--- src/rtl/conv_ctrl_pkg.sv ---
// Shared types and helpers for the convolution loop-nest controller.
package conv_ctrl_pkg;

    typedef enum logic [1:0] {
        StIdle,
        StRun,
        StDone
    } state_e;

    typedef enum logic {
        Stride1 = 1'b0,
        Stride2 = 1'b1
    } stride_e;

    // Output extent along one axis: ceil(dim / S).
    function automatic int unsigned out_dim(input int unsigned dim, input stride_e stride);
        if (stride == Stride2) begin
            return (dim + 1) >> 1;
        end
        return dim;
    endfunction

endpackage

--- src/rtl/loop_counter.sv ---
// Wrapping index counter with runtime maximum; wraps chain counters into a loop nest.
module loop_counter #(
    parameter int unsigned WIDTH = 8
) (
    input  logic             clk,
    input  logic             arst_n_in,
    input  logic             i_clr,
    input  logic             i_en,
    input  logic [WIDTH-1:0] i_max,
    output logic [WIDTH-1:0] o_cnt,
    output logic [WIDTH-1:0] o_cnt_next,
    output logic             o_wrap
);

    logic [WIDTH-1:0] r_cnt;
    logic             w_at_max;

    // o_cnt_next lets the parent precompute registered values derived from the index.
    always_comb begin
        w_at_max = (r_cnt == i_max);
        o_wrap   = i_en && w_at_max;
        if (i_clr) begin
            o_cnt_next = '0;
        end else if (o_wrap) begin
            o_cnt_next = '0;
        end else if (i_en) begin
            o_cnt_next = r_cnt + WIDTH'(1);
        end else begin
            o_cnt_next = r_cnt;
        end
    end

    always_ff @(posedge clk or negedge arst_n_in) begin
        if (!arst_n_in) begin
            r_cnt <= '0;
        end else begin
            r_cnt <= o_cnt_next;
        end
    end

    assign o_cnt = r_cnt;

endmodule

--- src/rtl/conv_loop_ctrl.sv ---
// Runtime-configurable loop-nest controller: walks out_y/out_x/out_ch/ky/kx/in_ch of a padded
// stride-1/2 convolution and issues one index tuple per valid/ready handshake.
module conv_loop_ctrl #(
    parameter int unsigned DIM_WIDTH = 8,
    parameter int unsigned CH_WIDTH  = 5,
    parameter int unsigned K_WIDTH   = 3
) (
    input  logic                        clk,
    input  logic                        arst_n_in,
    input  logic                        start,
    input  logic [DIM_WIDTH-1:0]        cfg_fm_width,
    input  logic [DIM_WIDTH-1:0]        cfg_fm_height,
    input  logic [CH_WIDTH-1:0]         cfg_in_ch,
    input  logic [CH_WIDTH-1:0]         cfg_out_ch,
    input  logic [K_WIDTH-1:0]          cfg_kernel_size,
    input  logic                        cfg_stride,
    output logic                        running,
    output logic                        fsm_done,
    output logic                        cfg_err,
    output logic                        step_valid,
    input  logic                        step_ready,
    output logic [DIM_WIDTH-1:0]        out_x,
    output logic [DIM_WIDTH-1:0]        out_y,
    output logic [CH_WIDTH-1:0]         out_ch,
    output logic [CH_WIDTH-1:0]         in_ch,
    output logic [K_WIDTH-1:0]          kx,
    output logic [K_WIDTH-1:0]          ky,
    output logic signed [DIM_WIDTH:0]   in_x,
    output logic signed [DIM_WIDTH:0]   in_y,
    output logic                        pad,
    output logic                        acc_first,
    output logic                        acc_last
);
    import conv_ctrl_pkg::*;

    state_e                    r_state;
    logic [DIM_WIDTH-1:0]      r_w;
    logic [DIM_WIDTH-1:0]      r_h;
    logic [CH_WIDTH-1:0]       r_in_ch;
    logic [CH_WIDTH-1:0]       r_out_ch;
    logic [K_WIDTH-1:0]        r_k;
    stride_e                   r_stride;
    logic                      r_running;
    logic                      r_fsm_done;
    logic                      r_cfg_err;
    logic                      r_step_valid;
    logic signed [DIM_WIDTH:0] r_in_x;
    logic signed [DIM_WIDTH:0] r_in_y;
    logic                      r_pad;
    logic                      r_acc_first;
    logic                      r_acc_last;

    logic                      w_accept;
    logic                      w_go;
    logic                      w_cfg_bad;
    logic                      w_fire;
    logic                      w_last;

    logic [CH_WIDTH-1:0]       w_max_ic;
    logic [CH_WIDTH-1:0]       w_max_oc;
    logic [K_WIDTH-1:0]        w_max_k;
    logic [DIM_WIDTH-1:0]      w_max_ox;
    logic [DIM_WIDTH-1:0]      w_max_oy;

    logic w_en_ic, w_en_kx, w_en_ky, w_en_oc, w_en_ox, w_en_oy;
    logic w_wrap_ic, w_wrap_kx, w_wrap_ky, w_wrap_oc, w_wrap_ox, w_wrap_oy;

    logic [CH_WIDTH-1:0]       w_nx_ic;
    logic [CH_WIDTH-1:0]       w_nx_oc;
    logic [K_WIDTH-1:0]        w_nx_kx;
    logic [K_WIDTH-1:0]        w_nx_ky;
    logic [DIM_WIDTH-1:0]      w_nx_ox;
    logic [DIM_WIDTH-1:0]      w_nx_oy;

    logic [DIM_WIDTH-1:0]      w_src_w;
    logic [DIM_WIDTH-1:0]      w_src_h;
    logic [CH_WIDTH-1:0]       w_src_ic;
    logic [K_WIDTH-1:0]        w_src_k;
    stride_e                   w_src_s;

    int                        w_step;
    int                        w_half;
    int                        w_ix;
    int                        w_iy;
    logic signed [DIM_WIDTH:0] w_nx_in_x;
    logic signed [DIM_WIDTH:0] w_nx_in_y;
    logic                      w_nx_pad;
    logic                      w_nx_acc_first;
    logic                      w_nx_acc_last;

    assign w_accept  = (r_state == StIdle) && start;
    // An even K (including zero) has no centre tap.
    assign w_cfg_bad = (cfg_fm_width == '0) || (cfg_fm_height == '0) || (cfg_in_ch == '0) ||
                       (cfg_out_ch == '0) || !cfg_kernel_size[0];
    assign w_go      = w_accept && !w_cfg_bad;
    assign w_fire    = r_step_valid && step_ready;

    assign w_max_ic = r_in_ch - CH_WIDTH'(1);
    assign w_max_oc = r_out_ch - CH_WIDTH'(1);
    assign w_max_k  = r_k - K_WIDTH'(1);
    assign w_max_ox = DIM_WIDTH'(out_dim(32'(r_w), r_stride) - 1);
    assign w_max_oy = DIM_WIDTH'(out_dim(32'(r_h), r_stride) - 1);

    assign w_en_ic = w_fire;
    assign w_en_kx = w_en_ic && w_wrap_ic;
    assign w_en_ky = w_en_kx && w_wrap_kx;
    assign w_en_oc = w_en_ky && w_wrap_ky;
    assign w_en_ox = w_en_oc && w_wrap_oc;
    assign w_en_oy = w_en_ox && w_wrap_ox;
    assign w_last  = w_wrap_oy;

    loop_counter #(.WIDTH(CH_WIDTH)) u_cnt_ic (
        .clk        (clk),
        .arst_n_in  (arst_n_in),
        .i_clr      (w_accept),
        .i_en       (w_en_ic),
        .i_max      (w_max_ic),
        .o_cnt      (in_ch),
        .o_cnt_next (w_nx_ic),
        .o_wrap     (w_wrap_ic)
    );

    loop_counter #(.WIDTH(K_WIDTH)) u_cnt_kx (
        .clk        (clk),
        .arst_n_in  (arst_n_in),
        .i_clr      (w_accept),
        .i_en       (w_en_kx),
        .i_max      (w_max_k),
        .o_cnt      (kx),
        .o_cnt_next (w_nx_kx),
        .o_wrap     (w_wrap_kx)
    );

    loop_counter #(.WIDTH(K_WIDTH)) u_cnt_ky (
        .clk        (clk),
        .arst_n_in  (arst_n_in),
        .i_clr      (w_accept),
        .i_en       (w_en_ky),
        .i_max      (w_max_k),
        .o_cnt      (ky),
        .o_cnt_next (w_nx_ky),
        .o_wrap     (w_wrap_ky)
    );

    loop_counter #(.WIDTH(CH_WIDTH)) u_cnt_oc (
        .clk        (clk),
        .arst_n_in  (arst_n_in),
        .i_clr      (w_accept),
        .i_en       (w_en_oc),
        .i_max      (w_max_oc),
        .o_cnt      (out_ch),
        .o_cnt_next (w_nx_oc),
        .o_wrap     (w_wrap_oc)
    );

    loop_counter #(.WIDTH(DIM_WIDTH)) u_cnt_ox (
        .clk        (clk),
        .arst_n_in  (arst_n_in),
        .i_clr      (w_accept),
        .i_en       (w_en_ox),
        .i_max      (w_max_ox),
        .o_cnt      (out_x),
        .o_cnt_next (w_nx_ox),
        .o_wrap     (w_wrap_ox)
    );

    loop_counter #(.WIDTH(DIM_WIDTH)) u_cnt_oy (
        .clk        (clk),
        .arst_n_in  (arst_n_in),
        .i_clr      (w_accept),
        .i_en       (w_en_oy),
        .i_max      (w_max_oy),
        .o_cnt      (out_y),
        .o_cnt_next (w_nx_oy),
        .o_wrap     (w_wrap_oy)
    );

    // The first tuple is registered on the start edge, so derive it from the live cfg inputs.
    assign w_src_w  = w_go ? cfg_fm_width    : r_w;
    assign w_src_h  = w_go ? cfg_fm_height   : r_h;
    assign w_src_ic = w_go ? cfg_in_ch       : r_in_ch;
    assign w_src_k  = w_go ? cfg_kernel_size : r_k;
    assign w_src_s  = w_go ? stride_e'(cfg_stride) : r_stride;

    // Wide signed arithmetic so pad stays exact even where in_x/in_y wrap on output.
    always_comb begin
        w_step         = (w_src_s == Stride2) ? 2 : 1;
        w_half         = int'(w_src_k >> 1);
        w_ix           = int'(w_nx_ox) * w_step + int'(w_nx_kx) - w_half;
        w_iy           = int'(w_nx_oy) * w_step + int'(w_nx_ky) - w_half;
        w_nx_in_x      = (DIM_WIDTH + 1)'(w_ix);
        w_nx_in_y      = (DIM_WIDTH + 1)'(w_iy);
        w_nx_pad       = (w_ix < 0) || (w_ix >= int'(w_src_w)) ||
                         (w_iy < 0) || (w_iy >= int'(w_src_h));
        w_nx_acc_first = (w_nx_ic == '0) && (w_nx_kx == '0) && (w_nx_ky == '0);
        w_nx_acc_last  = (w_nx_ic == w_src_ic - CH_WIDTH'(1)) &&
                         (w_nx_kx == w_src_k - K_WIDTH'(1)) &&
                         (w_nx_ky == w_src_k - K_WIDTH'(1));
    end

    always_ff @(posedge clk or negedge arst_n_in) begin
        if (!arst_n_in) begin
            r_state      <= StIdle;
            r_w          <= '0;
            r_h          <= '0;
            r_in_ch      <= '0;
            r_out_ch     <= '0;
            r_k          <= '0;
            r_stride     <= Stride1;
            r_running    <= 1'b0;
            r_fsm_done   <= 1'b0;
            r_cfg_err    <= 1'b0;
            r_step_valid <= 1'b0;
            r_in_x       <= '0;
            r_in_y       <= '0;
            r_pad        <= 1'b0;
            r_acc_first  <= 1'b0;
            r_acc_last   <= 1'b0;
        end else begin
            case (r_state)
                StIdle: begin
                    r_fsm_done <= 1'b0;
                    if (start) begin
                        r_w       <= cfg_fm_width;
                        r_h       <= cfg_fm_height;
                        r_in_ch   <= cfg_in_ch;
                        r_out_ch  <= cfg_out_ch;
                        r_k       <= cfg_kernel_size;
                        r_stride  <= stride_e'(cfg_stride);
                        r_cfg_err <= w_cfg_bad;
                        if (w_cfg_bad) begin
                            r_state    <= StDone;
                            r_fsm_done <= 1'b1;
                        end else begin
                            r_state      <= StRun;
                            r_running    <= 1'b1;
                            r_step_valid <= 1'b1;
                            r_in_x       <= w_nx_in_x;
                            r_in_y       <= w_nx_in_y;
                            r_pad        <= w_nx_pad;
                            r_acc_first  <= w_nx_acc_first;
                            r_acc_last   <= w_nx_acc_last;
                        end
                    end
                end
                StRun: begin
                    if (w_fire) begin
                        if (w_last) begin
                            r_state      <= StDone;
                            r_running    <= 1'b0;
                            r_step_valid <= 1'b0;
                            r_fsm_done   <= 1'b1;
                        end else begin
                            r_in_x      <= w_nx_in_x;
                            r_in_y      <= w_nx_in_y;
                            r_pad       <= w_nx_pad;
                            r_acc_first <= w_nx_acc_first;
                            r_acc_last  <= w_nx_acc_last;
                        end
                    end
                end
                StDone: begin
                    r_fsm_done <= 1'b0;
                    r_state    <= StIdle;
                end
                default: begin
                    r_state <= StIdle;
                end
            endcase
        end
    end

    assign running    = r_running;
    assign fsm_done   = r_fsm_done;
    assign cfg_err    = r_cfg_err;
    assign step_valid = r_step_valid;
    assign in_x       = r_in_x;
    assign in_y       = r_in_y;
    assign pad        = r_pad;
    assign acc_first  = r_acc_first;
    assign acc_last   = r_acc_last;

endmodule

--- config.mk ---
export PLATFORM = sky130hd
export DESIGN_NAME = conv_loop_ctrl
export DESIGN_NICKNAME = d
export VERILOG_FILES = /design/src/rtl/conv_ctrl_pkg.sv /design/src/rtl/loop_counter.sv /design/src/rtl/conv_loop_ctrl.sv
export SDC_FILE = /design/constraint.sdc
export NUM_CORES = 1
export LEC_CHECK = 0
export CORE_MARGIN = 2
export CORE_UTILIZATION = 40
export DETAILED_ROUTE_END_ITERATION = 10
export DONT_BUFFER_PORTS = 1
export SYNTH_ARGS = -nofsm -noshare
export SYNTH_HDL_FRONTEND = slang
export SYNTH_SLANG_ARGS = --single-unit
--- constraint.sdc ---
create_clock -name clk -period 6.5 [get_ports clk]
set_input_delay 1.95 -clock clk [delete_from_list [all_inputs] [get_ports clk]]
set_output_delay 1.95 -clock clk [all_outputs]
set_load 0.01 [all_outputs]
Yosys cells after proc, flatten, opt, wreduce, memory -nomap -nowiden
Cells that the tools add are included.
{"block": "totals", "register_bits": 88, "out_inout_bits": 57, "wordCells": 174}
{"block": "op_classes", "add_sub_neg": 19, "mul": 2, "order_cmp": 4, "eq_ne": 16, "n_mux": 69, "n_reduce_logical": 43}
{"op": "two-way mux 8 bit", "n": 12}
{"op": "two-way mux 9 bit", "n": 8}
{"op": "case mux 9 bit (2 select lines)", "n": 2}
{"op": "two-way mux 5 bit", "n": 7}
{"op": "greater-or-equal comparator 12 x 9 -> 1 bit", "n": 2}
{"op": "< comparator 12 x 1 -> 1 bit (second input constant)", "n": 2}
{"op": "subtractor 11 x 2 -> 12 bit", "n": 2}
{"op": "adder 10 x 3 -> 11 bit", "n": 2}
{"op": "two-way mux 1 bit", "n": 22}
{"op": "two-way mux 3 bit", "n": 7}
{"op": "multiplier 8 x 2 -> 10 bit", "n": 2}
{"op": "adder 8 x 1 -> 9 bit (second input constant)", "n": 2}
{"op": "logical AND 1 bit", "n": 18}
{"op": "adder 8 x 1 -> 8 bit (second input constant)", "n": 2}
{"op": "== test 8 bit", "n": 2}
{"op": "zero test 8 bit", "n": 2}
{"op": "subtractor 8 x 1 -> 8 bit (second input constant)", "n": 2}
{"op": "== test 5 bit", "n": 3}
{"op": "zero test 5 bit", "n": 3}
{"op": "subtractor 5 x 1 -> 5 bit (second input constant)", "n": 3}
{"op": "== test 3 bit", "n": 4}
{"op": "adder 5 x 1 -> 5 bit (second input constant)", "n": 2}
{"op": "two-way mux 2 bit", "n": 5}
{"op": "AND reduction 5 bit", "n": 2}
{"op": "other kinds (17)", "n": 35}

Depth between registers and ports, before layout
{"block": "logic_depth", "depth_word": 24, "depth_mapped": 33}

Modules after synthesis
Synthesis repeated with hierarchy kept, for this count alone.
{"block": "hier_totals", "cells_unflattened": 793, "area_unflattened_um2": 7372.1}
{"module": "conv_loop_ctrl", "instances": 1, "cells_each": 595, "area_per_inst_um2": 5325.1, "seq_area_each_um2": 1401.3}
{"module": "loop_counter at u_cnt_ox ...", "instances": 2, "cells_each": 49, "area_per_inst_um2": 488.0, "seq_area_each_um2": 200.2}
{"module": "loop_counter at u_cnt_ic ...", "instances": 2, "cells_each": 28, "area_per_inst_um2": 309.0, "seq_area_each_um2": 125.1}
{"module": "loop_counter at u_cnt_kx ...", "instances": 2, "cells_each": 22, "area_per_inst_um2": 226.5, "seq_area_each_um2": 75.1}

Worst setup path after synthesis
No wires, ideal clock.
{"block": "synth_path", "kind": "in2reg", "startpoint": "input port step_ready", "endpoint": "register r_pad, in the netlist pad", "arrival_time_ps": 7407, "slack_ps": -1032, "path_stages": 26, "n_path_buf": 3, "path_cell_list": "nand2_1 -> nor2_1 -> and3_1 -> clkbuf_1 -> nand4_1 -> or4b_1 -> a211o_1 -> buf_6 -> nor2_2 -> buf_2 -> nor4_1 -> fa_1 -> fa_1 -> ha_1 -> inv_1 -> fa_1 -> inv_1 -> ha_1 -> a21o_1 -> a21o_1 -> a21o_1 -> a21o_1 -> a21o_1 -> a211o_1 -> or4_1 -> a2bb2oi_1"}
{"item": "start: declaration", "line_no": "conv_loop_ctrl.sv:21", "source": "input logic step_ready,"}
{"item": "end signal: assignment", "line_no": "conv_loop_ctrl.sv:240", "source": "r_pad <= w_nx_pad;"}
{"item": "end signal: assignment", "line_no": "conv_loop_ctrl.sv:256", "source": "r_pad <= w_nx_pad;"}
{"item": "end: declaration", "line_no": "conv_loop_ctrl.sv:49", "source": "logic r_pad;"}

==> flow_summary.json <==
{
  "status": "complete, but fails checks",
  "violations": "setup timing",
  "fin_cells": 1229,
  "numCtsBuffers": 9,
  "fin_area_um2": 9220,
  "crit_type": "in -> reg",
  "worstPathCellList": "nand2_8 > nor2_4 > and3_4 > nand4_1 > or4b_4 > a211o_4 > mux2i_2 > nor4_2 > fa_1 > fa_1 > ha_2 > inv_2 > fa_1 > inv_1 > ha_1 > a21o_1 > a21o_1 > a21o_1 > a21o_1 > a21o_1 > a211o_1 > or4_1 > a2bb2oi_1",
  "vdd_drop_max_uv": 160,
  "clock.fmax_mhz": 141,
  "yosysSeqAreaShare": 0.290,
  "p_seq_frac": 0.215,
  "die_h_um": 142,
  "fin_crit_sh": 1.09,
  "arrival_ns": 7.29,
  "areaGrowthSynthToFinish_pct": 21.3,
  "num_antenna_cells": 0,
  "multiInputGateArea_um2": 5110,
  "swShare": 0.428,
  "grt_pass1_wl_um": 33300,
  "ff_latch_area_um2": 2200,
  "synth_xor_area_frac": 0.0916,
  "ys_seq_elements": 88,
  "fp.dieArea_um2": 20100,
  "synth_edf_count": 0,
  "n_fill_cell": 1785,
  "fin_crit_ns": 7.07,
  "coreArea_um2": 18600,
  "syn_avg_cell_area_um2": 8.74,
  "clkSinkCount": 88,
  "finalSetupViolations": 1,
  "drcViolationCount": 0,
  "syn-num-nets": 981,
  "root_buffer": "clkbuf_16",
  "portBuffers": 0,
  "place.gp.congestion": 0.853,
  "timing.slew.headroom": 0.628,
  "cp_max_fo": 4,
  "synthCells": 869,
  "clock_path_buffers": 2,
  "placed_area_um2": 8750,
  "grt_util_all_layers": 0.212,
  "netlist-cell-type-count": 84,
  "ant_nets": 0,
  "powerDensity_nw_per_um2": 473,
  "yosysWarnings": 0,
  "start_util": 0.408,
  "crit_top_cell": "a21o_1",
  "hold_violations": 0,
  "tritoncts": "yes",
  "htreeDepth": 3,
  "synth-compound-area-share": 0.145,
  "synthSimpleGateAreaFrac": 0.221,
  "grt_pass1_vias": 6204,
  "fin_nets": 1103,
  "dp_hpwl_um": 16200,
  "critPathSlowestCell": "or4b_4",
  "most-common-layout-cells": "buf_4 (150), nand2_1 (127), dfrtp_1 (88)",
  "maxCapViolations": 0,
  "worstSetupStartpointType": "primary input",
  "required_ns": 6.72,
  "drt-wirelength-per-cell_um": 16.9,
  "final_core_util": 0.494,
  "p_int_mw": 2.49,
  "clk_latency_ns": 0.35,
  "fp.dieW_um": 142,
  "final.setup.worst_slack_ns": -0.569,
  "ioPinCount": 91,
  "synthMuxAreaShare": 0.0659,
  "power_frac_comb": 0.662,
  "endpoint_kind": "flip-flop",
  "p_clk_frac": 0.123,
  "dr.pass1.iters": 5,
  "drt_iter0_markers": 416,
  "async_flop_share": 1.00,
  "grt_overflow": 0,
  "synthAdderAreaFrac": 0.136,
  "hold_path.class": "reg -> reg",
  "synth_flop_cell": "dfrtp_1",
  "wl_um": 20700,
  "final.setup_skew_ns": 0.00789,
  "vias_per_cell": 5.35,
  "std_cell_rows": 50,
  "vias": 6579,
  "total_power_mw": 4.36,
  "synth_top_family_by_area": "simple AND/OR/NAND/NOR gates",
  "placed_cells": 1201,
  "switchingPower_mw": 1.87,
  "critPathMaxStageDelay_ns": 0.54,
  "grt_max_degree": 89,
  "worst_pin_slew_ns": 0.544,
  "synth_area_um2": 7600,
  "p_leak_nw": 4.38,
  "path_clk_slew_ns": 0.07,
  "rsz0062_at_grt": "yes",
  "slew_violations": 0,
  "antenna_found_initial": 0,
  "final_common_cell": "buf_4",
  "drive_above_1_share": 0.215
}
[through the flow]
stage | hold WS, ns | setup WS (ns) | TNS, ns
finish | 0.497 | -0.569 | -0.569
global route | 0.537 | -0.803 | -0.958
CTS | 0.502 | -0.712 | -0.712
detailed placement | 0.486 | -1.18 | -1.96
global placement | 0.483 | -1.05 | -1.47
floorplan | 0.467 | -0.894 | -0.894
[repair_timing]
item                       4_1_cts  5_1_grt
hold buffers                     0        0
pin swaps                       17       14
setup endpoints to repair        2        4
gates resized for setup         11        5
setup buffers                   10        3
[metal layers]
metal  global-route usage  share of wire  vias to the layer above
li1                     -              -                     3318
met1                0.300           0.48                     3136
met2                0.338           0.46                      115
met3               0.0449          0.054                       10
met4               0.0411         0.0078                        0
met5                    0              0                        -
[flip-flops by register name, summed over array words and instances (netlist names), 8 cells and up]
register,flops
in_y,9
r_w,8
in_x,9
u_cnt_ox.o_cnt,8
u_cnt_oy.o_cnt,8
r_h,8
[Yosys cell counts (4+ instances only)]
| master | instances | area (um^2) |
|---|---|---|
| nand2_1 | 128 | 480 |
| dfrtp_1 | 88 | 2200 |
| ha_1 | 70 | 876 |
| inv_1 | 51 | 191 |
| nor2_1 | 47 | 176 |
| a21oi_1 | 40 | 200 |
| xnor2_1 | 40 | 350 |
| o21ai_0 | 38 | 190 |
| nor3_1 | 30 | 150 |
| xor2_1 | 29 | 254 |
| mux2i_1 | 26 | 260 |
| nand3_1 | 23 | 115 |
| a21o_1 | 22 | 165 |
| clkbuf_1 | 20 | 75.1 |
| mux2_2 | 11 | 124 |
| nand4_1 | 11 | 68.8 |
| and3_1 | 9 | 56.3 |
| buf_2 | 9 | 45.0 |
| mux2_1 | 9 | 101 |
| nor4_1 | 9 | 56.3 |
| fa_1 | 8 | 160 |
| nor2b_1 | 8 | 50.1 |
| nand2b_1 | 7 | 43.8 |
| or3_1 | 7 | 43.8 |
| and2_1 | 5 | 31.3 |
| buf_1 | 5 | 18.8 |
| nand3b_1 | 5 | 37.5 |
| or4_1 | 5 | 37.5 |
| a2bb2oi_1 | 4 | 35.0 |
| and4_1 | 4 | 35.0 |
| nand4b_1 | 4 | 35.0 |
| nor3b_1 | 4 | 30.0 |
| o21a_1 | 4 | 30.0 |
| o22ai_1 | 4 | 25.0 |
[critical path, delay by kind of cell]
kind,cells,cell delay (ns)
compound gates,8,1.44
fa+ha+maj,5,1.98
buf+inv,2,0.09
mux,1,0.17
simple gates,7,1.67
[final cells by class]
| cell class | instances | area share |
|---|---|---|
| Clock buffer | 11 | 0.0263 |
| Clock inverter | 4 | 0.00597 |
| Inverter | 51 | 0.0208 |
| Multi-Input combinational cell | 691 | 0.554 |
| Sequential cell | 88 | 0.239 |
| Tap cell | 234 | 0.0318 |
| Timing Repair Buffer | 150 | 0.122 |
[kinds of logic (layout without fill, tap and decap cells)]
family,count (synthesis),in the layout
compound gates,161,161
xor+xnor,73,73
fa+ha+maj,78,78
buf+inv,90,216
flops,88,88
mux,47,47
simple gates,332,332
[power groups by stage]
stage | registers (mW) | logic (mW) | clock network (mW)
after floorplan | 0.890 | 1.85 | 0
after global placement | 0.942 | 2.71 | 0
after detailed placement | 0.943 | 2.76 | 0
after CTS | 0.937 | 2.85 | 0.549
after global routing | 0.970 | 3.21 | 0.574
final | 0.937 | 2.89 | 0.535
[final timing paths]
path	cells after the start	from	end	slack [ns]
setup / recovery	23	step_ready	pad$_DFFE_PN0P_	-0.57
hold / removal	2	r_out_ch[4]$_DFFE_PN0P_	r_out_ch[4]$_DFFE_PN0P_	0.50
setup reg to reg	27	r_w[1]$_DFFE_PN0P_	pad$_DFFE_PN0P_	-0.32
hold reg to reg	2	r_out_ch[4]$_DFFE_PN0P_	r_out_ch[4]$_DFFE_PN0P_	0.50
max in group asynchronous	0	arst_n_in	r_w[7]$_DFFE_PN0P_	5.04
min in group asynchronous	0	arst_n_in	in_y[5]$_DFFE_PN0P_	1.30
Note: power is estimated with default switching activity, not from simulation.
